$ cat config.mk
export PLATFORM = sky130hd
export DESIGN_NAME = conc_trace_capture
export DESIGN_NICKNAME = d
export VERILOG_FILES = /design/src/rtl/conc_trace_capture.sv
export SDC_FILE = /design/constraint.sdc
export NUM_CORES = 2
export LEC_CHECK = 0
export BUFFER_PORTS_ARGS = -buffer_cell sky130_fd_sc_hd__clkbuf_2
export CAP_MARGIN = 30
export CORE_MARGIN = 5
export CORE_UTILIZATION = 63
export CTS_CLUSTER_SIZE = 16
export DETAILED_ROUTE_END_ITERATION = 7
export PLACE_DENSITY_LB_ADDON = 0.2
export SYNTH_ARGS = -nofsm -noshare
export SYNTH_HDL_FRONTEND = slang
export SYNTH_SLANG_ARGS = --single-unit
$ cat constraint.sdc
create_clock -name clk -period 34.8 [get_ports clk]
set_clock_uncertainty 0.1 [all_clocks]
set_input_delay 5.22 -clock clk [delete_from_list [all_inputs] [get_ports clk]]
set_output_delay 5.22 -clock clk [all_outputs]
set_load 0.01 [all_outputs]
$ cat src/rtl/conc_trace_capture.sv
// conc_trace_capture
// Response-side capture unit for the concolic AES benches. Each cycle with obs
// high samples {cycle stamp, cipher output, capacitance side channel} into a
// record FIFO. Records are drained MSB-first as seven 32-bit beats over a
// valid/ready stream.
//
// Build option:
//   CONC_CAPTURE_DEDUP_EN - when defined, a sample is pushed only if
//                           {out, Capacitance} differs from the last pushed
//                           pair. The first sample after reset is always pushed.
//
// Ports:
//   clk          clock, all state on rising edge
//   rst          synchronous active-low reset
//   obs          observe strobe, sample this cycle when high
//   out          DUT cipher output (128)
//   Capacitance  DUT side-channel output (64)
//   m_valid      beat valid
//   m_data       beat payload (32)
//   m_last       final beat of a record
//   m_ready      consumer accepts beat
//   level        records held in the FIFO, not counting the serializer
//   overflow     sticky, a sample was dropped
//   drop_count   dropped samples, saturating at 16'hFFFF
//
// Serializer states:
//   state  | meaning
//   S_IDLE | holding register empty, waiting for a FIFO record
//   S_SEND | presenting beat 'beat' (0..6) of the held record
module conc_trace_capture #(
    parameter int DEPTH = 8,
    parameter int CW    = 32
) (
    input  logic                     clk,
    input  logic                     rst,
    input  logic                     obs,
    input  logic [127:0]             out,
    input  logic [63:0]              Capacitance,
    output logic                     m_valid,
    output logic [31:0]              m_data,
    output logic                     m_last,
    input  logic                     m_ready,
    output logic [$clog2(DEPTH):0]   level,
    output logic                     overflow,
    output logic [15:0]              drop_count
);

    localparam int AW = $clog2(DEPTH);
    localparam int RW = CW + 192;

    typedef enum logic {
        S_IDLE,
        S_SEND
    } state_t;

    state_t          state;
    logic [2:0]      beat;
    logic [RW-1:0]   hold;
    logic [CW-1:0]   cyc;

    logic [RW-1:0]   mem [DEPTH];
    logic [AW:0]     wptr;
    logic [AW:0]     rptr;
    logic [RW-1:0]   head;

    logic            full;
    logic            empty;
    logic            pop;
    logic            push;
    logic            cand;

    function automatic logic [31:0] beat_word(input logic [RW-1:0] rec,
                                              input logic [2:0] idx);
        logic [31:0] w;
        case (idx)
            3'd0:    w = rec[223:192];
            3'd1:    w = rec[191:160];
            3'd2:    w = rec[159:128];
            3'd3:    w = rec[127:96];
            3'd4:    w = rec[95:64];
            3'd5:    w = rec[63:32];
            default: w = rec[31:0];
        endcase
        return w;
    endfunction

    assign head  = mem[rptr[AW-1:0]];
    assign empty = (wptr == rptr);
    assign full  = (wptr[AW] != rptr[AW]) && (wptr[AW-1:0] == rptr[AW-1:0]);
    assign level = wptr - rptr;

    // The serializer takes the head record either from idle or straight after
    // the last beat of the current record is accepted (no bubble).
    assign pop = !empty &&
                 ((state == S_IDLE) ||
                  ((state == S_SEND) && m_ready && (beat == 3'd6)));

    // A full FIFO still accepts a push when the serializer pops that cycle.
    assign push = cand && (!full || pop);

`ifdef CONC_CAPTURE_DEDUP_EN
    logic [191:0] last_pair;
    logic         last_valid;

    assign cand = obs && (!last_valid || ({out, Capacitance} != last_pair));

    always_ff @(posedge clk) begin
        if (!rst) begin
            last_valid <= 1'b0;
            last_pair  <= '0;
        end else if (push) begin
            last_valid <= 1'b1;
            last_pair  <= {out, Capacitance};
        end
    end
`else
    assign cand = obs;
`endif

    always_ff @(posedge clk) begin
        if (rst && push) begin
            mem[wptr[AW-1:0]] <= {cyc, out, Capacitance};
        end
    end

    always_ff @(posedge clk) begin
        if (!rst) begin
            wptr <= '0;
            rptr <= '0;
        end else begin
            if (push) begin
                wptr <= wptr + 1'b1;
            end
            if (pop) begin
                rptr <= rptr + 1'b1;
            end
        end
    end

    always_ff @(posedge clk) begin
        if (!rst) begin
            cyc        <= '0;
            overflow   <= 1'b0;
            drop_count <= '0;
        end else begin
            cyc <= cyc + 1'b1;
            if (cand && !push) begin
                overflow <= 1'b1;
                if (drop_count != 16'hFFFF) begin
                    drop_count <= drop_count + 16'd1;
                end
            end
        end
    end

    // m_data/m_last are registered: the next beat word is selected here so
    // m_ready never reaches the outputs combinationally.
    always_ff @(posedge clk) begin
        if (!rst) begin
            state   <= S_IDLE;
            beat    <= '0;
            hold    <= '0;
            m_valid <= 1'b0;
            m_data  <= '0;
            m_last  <= 1'b0;
        end else begin
            case (state)
                S_IDLE: begin
                    if (!empty) begin
                        hold    <= head;
                        beat    <= '0;
                        m_valid <= 1'b1;
                        m_data  <= beat_word(head, 3'd0);
                        m_last  <= 1'b0;
                        state   <= S_SEND;
                    end
                end
                S_SEND: begin
                    if (m_ready) begin
                        if (beat != 3'd6) begin
                            beat   <= beat + 3'd1;
                            m_data <= beat_word(hold, beat + 3'd1);
                            m_last <= (beat == 3'd5);
                        end else if (!empty) begin
                            hold    <= head;
                            beat    <= '0;
                            m_valid <= 1'b1;
                            m_data  <= beat_word(head, 3'd0);
                            m_last  <= 1'b0;
                        end else begin
                            beat    <= '0;
                            m_valid <= 1'b0;
                            m_last  <= 1'b0;
                            state   <= S_IDLE;
                        end
                    end
                end
                default: state <= S_IDLE;
            endcase
        end
    end

endmodule

After elaboration in Yosys (flattened, before gate mapping)
Memories as Yosys holds them, arrays and structs flattened. A register that Yosys moved wholly into a read port is not among the register bits.
Cells that the tools add are included.
- add/sub/neg operators: 6
- equality and inequality tests: 15
- multiplexer cells: 29
- bitwise logic cells: 1
- reduce and logical (&&, ||, !) cells: 17
- operators by type and width (operator ; count):
    224-bit 2-to-1 mux ; 3
    224-bit case mux with 2 select lines ; 1
    32-bit case mux with 6 select lines ; 1
    32-bit 2-to-1 mux ; 3
    32-bit case mux with 2 select lines ; 1
    32-bit by 1-bit adder with 32-bit output, second input constant ; 1
    16-bit by 1-bit adder with 16-bit output, second input constant ; 1
    16-bit inequality test, second input constant ; 1
    3-bit 2-to-1 mux ; 5
    3-bit == test, second input constant ; 4
    1-bit 2-to-1 mux ; 11
    4-bit by 1-bit adder with 4-bit output, second input constant ; 2
    1-bit logical AND ; 7
    3-bit by 2-bit == test with 1-bit output, second input constant ; 2
    2-bit inequality test, second input constant ; 3
    1-bit case mux with 2 select lines ; 3
    3-bit case mux with 2 select lines ; 1
    2-bit AND reduction ; 3
    4-bit == test ; 1
    4-bit subtractor ; 1
    3-bit by 1-bit adder with 3-bit output, second input constant ; 1
    3-bit by 1-bit == test with 1-bit output, second input constant ; 1
    3-bit == test ; 1
    1-bit zero test ; 3
    6 further kinds ; 7
- register bits: 319
- RAM bits: 1792
- input port bits: 196
- output and inout bits: 55
- logic and storage cells: 80
- memories kept: 1
- memory list (memory ; depth ; width ; rd ports ; clocked after memory_dff ; wr ports ; RTL line ; RTL):
    mem ; 8 ; 224 ; 1 ; 1 ; 1 ; 61 ; logic [RW-1:0] mem [DEPTH];

Logic depth before layout (Yosys ltp)
- word-level depth: 9
- mapped depth: 9
- depth with buffers taken out: 7

Worst setup path after synthesis
Ideal clock, no wire load.
- path kind: input to register
- start: input m_ready
- end: memory mem[4][0] in the netlist's numbering, enable pin
- library setup time: 1.082 ns
- arrival: 21.387 ns
- data required time: 33.618 ns
- slack: 12.231 ns
- stages on the path: 5
- buffers on the path: 1
- cell sequence: buf_2 nand4b_1 a41oi_1 nand3_1 nor3_1
- longest elaborated chain between the ends: 9
- RTL lines (element ; RTL line ; RTL):
    start, declared ; 42 ; input logic m_ready,
    1-bit logical AND (2 in series) ; 96 ; ((state == S_SEND) && m_ready && (beat == 3'd6)));
    1-bit logical OR ; 95 ; ((state == S_IDLE) ||
    1-bit logical AND ; 94 ; assign pop = !empty &&
    1-bit logical OR ; 99 ; assign push = cand && (!full || pop);
    1-bit logical AND ; 99 ;
    1-bit logical AND ; 121 ; if (rst && push) begin
    1-bit 2-to-1 mux ; 121 ;
    1-bit 2-to-1 mux (implied by the code) ; 122 ; mem[wptr[AW-1:0]] <= {cyc, out, Capacitance};
    end, declared ; 61 ;
No other way between the ends.

Final worst setup path
- start: input m_ready
- end: memory mem[1][99] in the netlist's numbering, enable pin
The elaborated chain is that of the path after synthesis.

==> results.sh <==
export IMPL_ys_seq_elements=2114
export IMPL_clk_latency_ns=0.82
export IMPL_drtAntennaViolNets=0
export IMPL_slowest_delay_ns=0.74
export IMPL_dpl_hpwl_mm=111
export IMPL_worst_setup_hold_path_clk_slew_ns=0.06
export IMPL_hold_buffers=0
export IMPL_coreArea_um2=126000
export IMPL_syn_num_nets=4318
export IMPL_netlist_cell_type_count=61
export IMPL_fmax_ghz=0.115
export IMPL_gp_congestion=0.921
export IMPL_min_period_ns=8.73
export IMPL_leakagePower_nw=28.0
export IMPL_reg2reg_depth=9
export IMPL_drt_pass1_iterations=6
export IMPL_ys_seq_area_frac=0.756
export IMPL_power_w=0.00642
export IMPL_clockPowerShare=0.321
export IMPL_ctsResizeCount=0
export IMPL_yosysWarnings=0
export IMPL_vias=40900
export IMPL_timing_rr_end="mem[1][99]"
export IMPL_synth_cells=4114
export IMPL_p_int_w=0.00461
export IMPL_cellPowerDensity_nw_per_um2=72.1
export IMPL_layout_drive_gt1_share=0.241
export IMPL_worstSetupPathType="in -> reg"
export IMPL_clock_path_buffers=3
export IMPL_timing_rr_start="wptr[0]"
export IMPL_grt_pass1_wl_mm=274
export IMPL_grt_overflow_total=0
export IMPL_pwr_share_comb=0.197
export IMPL_via_per_inst=6.59
export IMPL_path_max_fanout=49
export IMPL_fin_nets=4582
export IMPL_die_area_um2=134000
export IMPL_start_util=0.634
export IMPL_ir_drop_uv=65.3
export IMPL_rsz0062_at_grt="no"
export IMPL_yosysTopAreaCellShare=0.675
export IMPL_cts_max_level=4
export IMPL_end_kind="register"
export IMPL_numCtsBuffers=197
export IMPL_grt_usage=0.279
export IMPL_worstHoldPathType="reg -> reg"
export IMPL_cts_tree="built"
export IMPL_p_switching_w=0.00181
export IMPL_numPortBuffers=250
export IMPL_run_status="complete, no violations"
export IMPL_cts_root_buf="clkbuf_16"
export IMPL_drv_cap=0
export IMPL_wirelength_mm=186
export IMPL_yosys_top_cells_area="edfxtp_1 (67%), mux4_2 (13%), dfxtp_1 (8.1%)"
export IMPL_min_to="overflow"
export IMPL_ys_flop_type="edfxtp_1"
export IMPL_path_cells="clkbuf_2, nand4b_1, a41oi_1, nand3b_1, nor2_4, buf_12, buf_4, buf_4"
export IMPL_post_synth_top_area_cell="edfxtp_1"
export IMPL_regToRegSetupSlack_ns=29.78
export IMPL_fin_cells=6203
export IMPL_area_growth_syn_to_layout_pct=11.7
export IMPL_grt_max_degree=140
export IMPL_drv_slew=0
export IMPL_max_slew_margin=0.207
export IMPL_cts_sinks=2114
export IMPL_num_rows=130
export IMPL_start_kind="primary input"
export IMPL_placed_cells=5824
export IMPL_async_flop_share=0
export IMPL_die_w_um=366
export IMPL_grt_pass1_vias=39700
export IMPL_synth_area_um2=79700
export IMPL_whs_path_depth=2
export IMPL_fin_tns_setup_ns=0
export IMPL_synth_edff_count=1792
export IMPL_hold_ws_ns=0.347
export IMPL_nFillCells=7524
export IMPL_cts_setup_buffers=0
export IMPL_setup_violations=0
export IMPL_hold_violations=0
export IMPL_io_pins=251
export IMPL_switching_share=0.282
export IMPL_antenna_found_initial=24
export IMPL_route_detailed_wl_per_inst_um=30.1
export IMPL_cpMaxStageDelayCell="buf_4"
export IMPL_drc=0
export IMPL_finalCritPeriodShare=0.251
export IMPL_worst_pin_slew_ns=1.19
export IMPL_power_frac_seq=0.482
export IMPL_hp_start="overflow"
export IMPL_crit_top_cell="buf_4"
export IMPL_drt_iter0_drc=5523
export IMPL_postLayoutCoreUtil=0.708
export IMPL_dieHeight_um=366
export IMPL_avgSynthCellArea_um2=19.4
export IMPL_arrival_ns=9.06
export IMPL_cp_data_required_time_ns=35.13
[layer usage]
metal / routed length [um] / track usage / up-vias
met4: 4520 / 0.0740 / 16
li1: - / - / 17300
met2: 88500 / 0.424 / 2110
met3: 19900 / 0.0695 / 288
met5: 114 / 0 / -
met1: 73300 / 0.414 / 21200
[registers in the layout (all words and copies together), names as in the netlist, named ones only]
register and flops:
cyc 32, m_data 32, wptr 4, beat 3, state 1, mem 1792, m_last 1, overflow 1
rptr 4, m_valid 1, hold 224, drop_count 16
[synth_stat cells, types with 5 or more instances]
master	instances
edfxtp_1	1792
mux4_2	451
dfxtp_1	322
o21ai_0	254
a21oi_1	244
mux2i_1	217
nor2_1	156
clkbuf_1	152
buf_2	68
nor3_1	48
nand2_1	40
o22ai_1	39
mux2_2	36
buf_1	30
nand3_1	27
xnor2_1	27
a211oi_1	21
xor2_1	21
inv_1	20
nand4_1	17
a2111oi_0	16
a221oi_1	7
a31oi_1	7
and3_1	7
ha_1	7
nand2b_1	7
nor2b_1	7
a22oi_1	6
and4_1	5
buf_4	5
nor4_2	5
[cell usage in the layout, fill, tap and decap left out, drive strengths merged, types with 5 or more instances in the layout]
cell type	synthesis	routed
nand2b	7	7
nor2	156	156
mux2i	217	217
a211oi	21	21
a221oi	7	7
a2111oi	16	16
and4	5	5
a31oi	7	7
bufinv	0	11
inv	21	28
ha	7	7
xor2	22	22
and3	7	7
a21oi	244	244
mux2	36	36
diode	0	14
xnor2	27	27
o22ai	39	39
nor4	8	8
nand2	40	40
o21ai	254	254
edfxtp	1792	1792
dfxtp	322	322
nor3	48	48
mux4	451	451
a22oi	6	6
buf	103	70
nor2b	7	7
clkinv	0	73
clkbuf	152	516
nand3	27	27
nand4	18	18
[metrics by stage]
step / instance area [um2] / worst slack [ns]
2_1_floorplan: 79700 / 12.23
3_3_place_gp: 82600 / 24.87
3_5_place_dp: 82700 / 25.23
4_1_cts: 88900 / 26.10
5_1_grt: 89000 / 25.92
6_report: 89000 / 26.07
[critical path, delay by kind of cell]
family	cells	cell delay [ns]
buf+inv	4	1.82
compound gates	1	0.65
simple gates	3	1.22
[layout make-up]
class	instances	area [um2]	share of cell area
multi-input cells	1724	18400	0.207
repair buffers	320	1990	0.0223
well taps	1650	2060	0.0232
flip-flops and latches	2114	60300	0.677
inverters	21	78.8	0.000885
clock inverters	93	848	0.00953
diodes	14	35.0	0.000394
clock buffers	267	5340	0.0600
[logic make-up (layout without fill, tap and decap cells)]
| group | count (synthesis) | in the layout | synth area share |
|---|---|---|---|
| xor+xnor | 49 | 49 | 0.00548 |
| compound gates | 621 | 621 | 0.0429 |
| flops | 2114 | 2114 | 0.756 |
| simple gates | 342 | 342 | 0.0204 |
| other cells | 0 | 14 | 0 |
| buf+inv | 276 | 701 | 0.0143 |
| mux | 704 | 704 | 0.160 |
| fa+ha+maj | 8 | 8 | 0.00135 |
[power groups by stage]
stage / Clock [W] / Sequential, W / Combinational (W)
floorplan: 0 / 0.00305 / 0.000879
global placement: 0 / 0.00313 / 0.00122
detailed placement: 0 / 0.00313 / 0.00125
CTS: 0.00209 / 0.00308 / 0.00126
global route: 0.00220 / 0.00310 / 0.00135
finish: 0.00206 / 0.00309 / 0.00126
[how the worst max path moves through the flow]
stage / end / cells past startpoint / from / slack [ns]
after floorplan: mem[4][0] / 5 / m_ready / 12.23
after global routing: mem[1][99] / 8 / m_ready / 25.92
after detailed placement: mem[1][98] / 8 / m_ready / 25.23
after CTS: mem[1][90] / 8 / m_ready / 26.10
final: mem[1][99] / 8 / m_ready / 26.07
after global placement: mem[5][100] / 7 / m_ready / 24.87
No activity file was read; power rests on OpenSTA's default activity.
